**src/rtl/alu32_status_stage.sv**
```systemverilog
// rtl/alu32_status_stage.sv - registered ALU result/flags stage with NZCV status, sticky overflow and condition evaluation
module alu32_status_stage (
  input  logic        clk,
  input  logic        reset,
  input  logic        in_valid,
  output logic        in_ready,
  input  logic [2:0]  in_op,
  input  logic [31:0] in_result,
  input  logic        in_c,
  input  logic        in_n,
  input  logic        in_z,
  input  logic        in_v,
  output logic        out_valid,
  input  logic        out_ready,
  output logic [31:0] out_result,
  output logic [3:0]  nzcv,
  output logic        ovf_sticky,
  input  logic        clr_sticky,
  input  logic [3:0]  cond,
  output logic        cond_true
);

  logic accept;
  logic arith_op;
  logic flag_n, flag_z, flag_c, flag_v;

  assign in_ready = !out_valid || out_ready;
  assign accept   = in_valid && in_ready;
  assign arith_op = (in_op[2:1] == 2'b11);
  assign nzcv     = {flag_n, flag_z, flag_c, flag_v};

  always_ff @(posedge clk) begin
    if (reset) begin
      out_valid  <= 1'b0;
      out_result <= 32'd0;
      flag_n     <= 1'b0;
      flag_z     <= 1'b0;
      flag_c     <= 1'b0;
      flag_v     <= 1'b0;
      ovf_sticky <= 1'b0;
    end else begin
      if (accept) begin
        out_result <= in_result;
        out_valid  <= 1'b1;
        flag_n     <= in_n;
        flag_z     <= in_z;
        // Only add/sub produce meaningful carry and overflow; logic/shift ops keep them.
        if (arith_op) begin
          flag_c <= in_c;
          flag_v <= in_v;
        end
      end else if (out_ready) begin
        out_valid <= 1'b0;
      end

      if (accept && arith_op && in_v) begin
        ovf_sticky <= 1'b1;
      end else if (clr_sticky) begin
        ovf_sticky <= 1'b0;
      end
    end
  end

  always_comb begin
    cond_true = 1'b0;
    case (cond)
      4'h0: cond_true = flag_z;
      4'h1: cond_true = !flag_z;
      4'h2: cond_true = flag_c;
      4'h3: cond_true = !flag_c;
      4'h4: cond_true = flag_n;
      4'h5: cond_true = !flag_n;
      4'h6: cond_true = flag_v;
      4'h7: cond_true = !flag_v;
      4'h8: cond_true = flag_c && !flag_z;
      4'h9: cond_true = !flag_c || flag_z;
      4'hA: cond_true = (flag_n == flag_v);
      4'hB: cond_true = (flag_n != flag_v);
      4'hC: cond_true = !flag_z && (flag_n == flag_v);
      4'hD: cond_true = flag_z || (flag_n != flag_v);
      4'hE: cond_true = 1'b1;
      4'hF: cond_true = 1'b0;
      default: cond_true = 1'b0;
    endcase
  end

endmodule

```
**config.mk**
```make
export PLATFORM = sky130hd
export DESIGN_NAME = alu32_status_stage
export DESIGN_NICKNAME = d
export VERILOG_FILES = /design/src/rtl/alu32_status_stage.sv
export SDC_FILE = /design/constraint.sdc
export NUM_CORES = 1
export LEC_CHECK = 0
export ABC_AREA = 1
export BUFFER_PORTS_ARGS = -buffer_cell sky130_fd_sc_hd__buf_2
export CAP_MARGIN = 20
export CORE_AREA = 4 4 71 60
export DETAILED_ROUTE_END_ITERATION = 10
export DIE_AREA = 0 0 75 64
export GPL_TIMING_DRIVEN = 1
export HOLD_SLACK_MARGIN = 0.06
export PLACE_DENSITY_LB_ADDON = 0.08
export SLEW_MARGIN = 20
export SYNTH_ARGS = -nofsm -noshare
export SYNTH_HDL_FRONTEND = slang
export SYNTH_SLANG_ARGS = --single-unit
```
**constraint.sdc**
```tcl
create_clock -name clk -period 2.85 [get_ports clk]
set_input_delay 0.285 -clock clk [delete_from_list [all_inputs] [get_ports clk]]
set_output_delay 0.285 -clock clk [all_outputs]
set_load 0.05 [all_outputs]
```
# Word-level counts from Yosys, hierarchy flattened
# Index checks and enable logic that the tools add are counted.
# W data, S select, Z words.
# classes
n_eq_ne	18
muxes	5
n_reduce_logical	17
# op_table
cell	n
$eq A4 B4 Y1 const B	8
$eq A4 B3 Y1 const B	4
$pmux W1 S16	1
$eq A4 B2 Y1 const B	2
$logic_and A1 B1 Y1	5
$logic_not A1 Y1	5
$eq A4 B1 Y1 const B	1
$logic_not A4 Y1	1
$mux W1	4
$reduce_bool A2 Y1	2
$logic_or A1 B1 Y1	3
$eq A2 B2 Y1 const B	1
$reduce_and A2 Y1	1
$eq A1 B1 Y1	1
$ne A1 B1 Y1	1
# totals
regBits	38
in_bits	48
out_inout_bits	40
wordCells	47

# Logic depth before layout (Yosys ltp)
# depth
depth_word	6
ltp_mapped	10
mapped_depth_nobuf	10

# Worst setup path before layout
# No wires, ideal clock.
# synth_path
path_kind	register to register
start	register out_valid
end	register out_result[18]
setup_ns	0.066
arrival_time_ns	1.555
required_time_ns	2.784
path_slack_ns	1.229
stages_incl_launch_ff	7
path_buffers	2
period_less_slack_ns	1.621
cell_sequence	dfxtp_1 > nand2_2 > nand2_2 > buf_6 > buf_6 > nand2_1 > a21oi_2
# synth_between
elab_chain_cells	3
# synth_lines
element	line_no	source
from (decl)	13	output logic out_valid,
from (signal assigned)	34	out_valid <= 1'b0;
from (signal assigned)	44	out_valid <= 1'b1;
from (signal assigned)	53	out_valid <= 1'b0;
$logic_not A1 Y1	27	assign in_ready = !out_valid || out_ready;
$logic_or A1 B1 Y1	27	
via in_ready	6	output logic in_ready,
$logic_and A1 B1 Y1	28	assign accept = in_valid && in_ready;
to (signal assigned)	43	out_result <= in_result;
to (decl)	15	output logic [31:0] out_result,
# The timed path passes the listed nets, and every way through them passes these cells.
# A chain may end at the register's enable or synchronous reset.

# Worst setup path in the final report
# layout_path
start	register flag_v
end	output cond_true
# layout_between
elab_chain_cells	3
elab_cells_between_ends	6
classes_between	eq/ne (2); mux (1); reduce/logical (3)
# layout_lines
element	line_no	source
from (decl)	25	logic flag_n, flag_z, flag_c, flag_v;
from (signal assigned)	50	flag_v <= in_v;
$ne A1 B1 Y1 / $eq A1 B1 Y1 (equally long branches)	-	
$logic_or A1 B1 Y1 / $logic_and A1 B1 Y1 (equally long branches)	80, 79	
$pmux W1 S16 *	66	case (cond)
to (decl)	20	output logic cond_true
# Mark *: on every way between the ends. The rest lies on a longest branch, timed or not.

==> metrics.txt <==
Worst EP arrival 1.58 ns; Worst-Margin Slew 0.716 ns; number of diodes 0; CTS sink count 38; number of H-tree levels 2; Layout Nets 340; vias in the first global route 1,470; clock buffer depth 2; 1st-iter DRT viols 64; r2r worst-path depth 6; first-pass GRT wire length 6300 um; Final Cycle Share 0.654; Post-Syn Area 1590 um2; vias per inst 4.74; max-cap viol count 0; synth warn 0; multi-input combinational cell area 677 um2; kind of critical path flop to output pin; Via Count 1,596; Sw Pwr 0.409 mW; Placed Cells 329; Buffers on Ports 86; Pwr Density 603 nW/um2; post-synth top area cell dfxtp_1; core area 3630 um2; min Tclk post-route 1.87 ns; Avg WL per Cell 11.2 um; DRC Markers 0; worst-skew pair later-pin latency 0.29 ns; Post-synth EDFFs 0; status finished clean; largest net degree at the start of global routing 39; internal power 0.835 mW; Lkg Pwr 1.04 nW; commonest cells after routing, fill and taps aside buf_2, nand2_1, dfxtp_1; Critical Path Fanout Max 6; Setup crit end kind output pin; router iterations before antenna repair 4; All-Layer GR Usage 0.168; initial antenna violation count 0; grt ovf 0; Initial Utilization 0.438; clock network power share 0.304; final setup TNS 0 ns; Worst Skew 0.00717 ns; share of flip-flops with an asynchronous set or reset 0; final core occ 0.569; Flop pwr share 0.465; cell row count 20; register area 761 um2; worst min-delay path category input port to flop; Pins Over Slew Limit 0; Final Total Pwr 1.24 mW; DPL Wire Length 2670 um; combinational fraction of design power 0.231; commonest non-fill, non-tap cell in the layout buf_2; CP startpoint kind flop; Critical Path RT 2.57 ns; worst hold stages 3; Seq/Total Area, Yosys 0.478; Final setup viols 0; Synth Net Count 261; die area 4800 um2; Slew Limit Headroom 0.523; CTS Root Cell clkbuf_8; Final Wtd Congestion 0.934; die width 75 um; Cell variety after synth 21; Clk pin slew, worst setup/hold paths 0.07 ns; P&R area growth vs syn 29.7%; total wire length 3780 um; die span in y 64 um; IR drop worst, VDD 0.452 mV; Ports 88; Max Freq 536 MHz; Net Sw Frac 0.329; RSZ-0062 raised after global routing false; dominant synthesized flop cell dfxtp_1; share of post-route cells with drive strength above 1 0.369; CTS Buf Count 5; antenna viol nets, final 0; Hold Buf Count CTS 0; endpoints failing hold 0; Filler Cells Inserted 369; Seq cells post-synth 38; TritonCTS clock tree yes; final cell count without fillers 337; largest cells by area after synthesis dfxtp_1, nand2_1, a21oi_1; Reg2Reg Setup Slack 1.41 ns; top-area cell type share of the netlist area 0.478; Post-CTS Resized 0; Mapped Cells 213; mean area per synthesized cell 7.47 um2; setup bufs post-CTS 0
[area by class of cell]
| class | instances | area share |
|---|---|---|
| sequential | 38 | 0.369 |
| multi-input combinational | 150 | 0.328 |
| clock buffer | 6 | 0.0400 |
| inverter | 10 | 0.0182 |
| clock inverter | 2 | 0.00606 |
| timing repair buffer | 87 | 0.212 |
| tap | 44 | 0.0267 |
[layer usage]
| layer | share of wire | global-route usage | vias up |
|---|---|---|---|
| met1 | 0.44 | 0.202 | 706 |
| li1 | - | - | 837 |
| met5 | 0 | 0 | - |
| met3 | 0.093 | 0.0676 | 2 |
| met4 | 0.0050 | 0.0711 | 0 |
| met2 | 0.47 | 0.261 | 51 |
[registers in the layout (all words and copies together), names as in the netlist]
register,flops
flag_z,1
out_result,32
flag_n,1
flag_v,1
out_valid,1
flag_c,1
ovf_sticky,1
[final timing paths]
kind                                start                    endpoint
setup / recovery      flag_v$_SDFFE_PP0P_                   cond_true
hold / removal               in_result[7]  out_result[7]$_SDFFE_PP0P_
setup reg to reg   out_valid$_SDFFE_PP0P_         flag_c$_SDFFE_PP0P_
hold reg to reg   ovf_sticky$_SDFFE_PP0P_     ovf_sticky$_SDFFE_PP0P_
[power by group through the flow]
stage | Clock (mW) | Sequential [mW] | Combinational, mW
floorplan | 0 | 0.688 | 0.124
global placement | 0 | 0.590 | 0.289
detailed placement | 0 | 0.591 | 0.290
CTS | 0.393 | 0.579 | 0.291
global route | 0.412 | 0.583 | 0.314
finish | 0.377 | 0.578 | 0.287
[synth_stat cells, types with 2 or more instances]
cell type,count
inv_1,6
inv_2,4
buf_4,7
buf_2,2
a21oi_1,35
nand2_1,85
buf_6,4
nand4_1,2
nor2_1,6
a211oi_2,2
nand2_2,3
dfxtp_1,38
nand3_1,11
[cells by family (layout without fill, tap and decap cells)]
kind of cell	after synthesis	count (layout)	synth area share
simple gates	110	110	0.286
compound gates	40	40	0.139
flops	38	38	0.478
buf+inv	25	105	0.0960
[stage by stage]
stage	area [um2]	worst slack (ns)	hold slack [ns]
final	2060	0.985	0.234
after global routing	2060	0.745	0.230
after CTS	2060	0.973	0.227
after detailed placement	1970	1.24	0.453
after global placement	1970	1.23	0.449
after floorplan	1590	1.23	0.428
[critical path: stages, from the launching register on]
cell	delay, ns
dfxtp_1	0.44
inv_2	0.08
nand2_2	0.07
nand2_1	0.06
o21ai_0	0.14
nand2_1	0.07
nand3_1	0.08
nand2_1	0.06
nand3_2	0.05
buf_2	0.25
(Power assumes the default switching activity.)
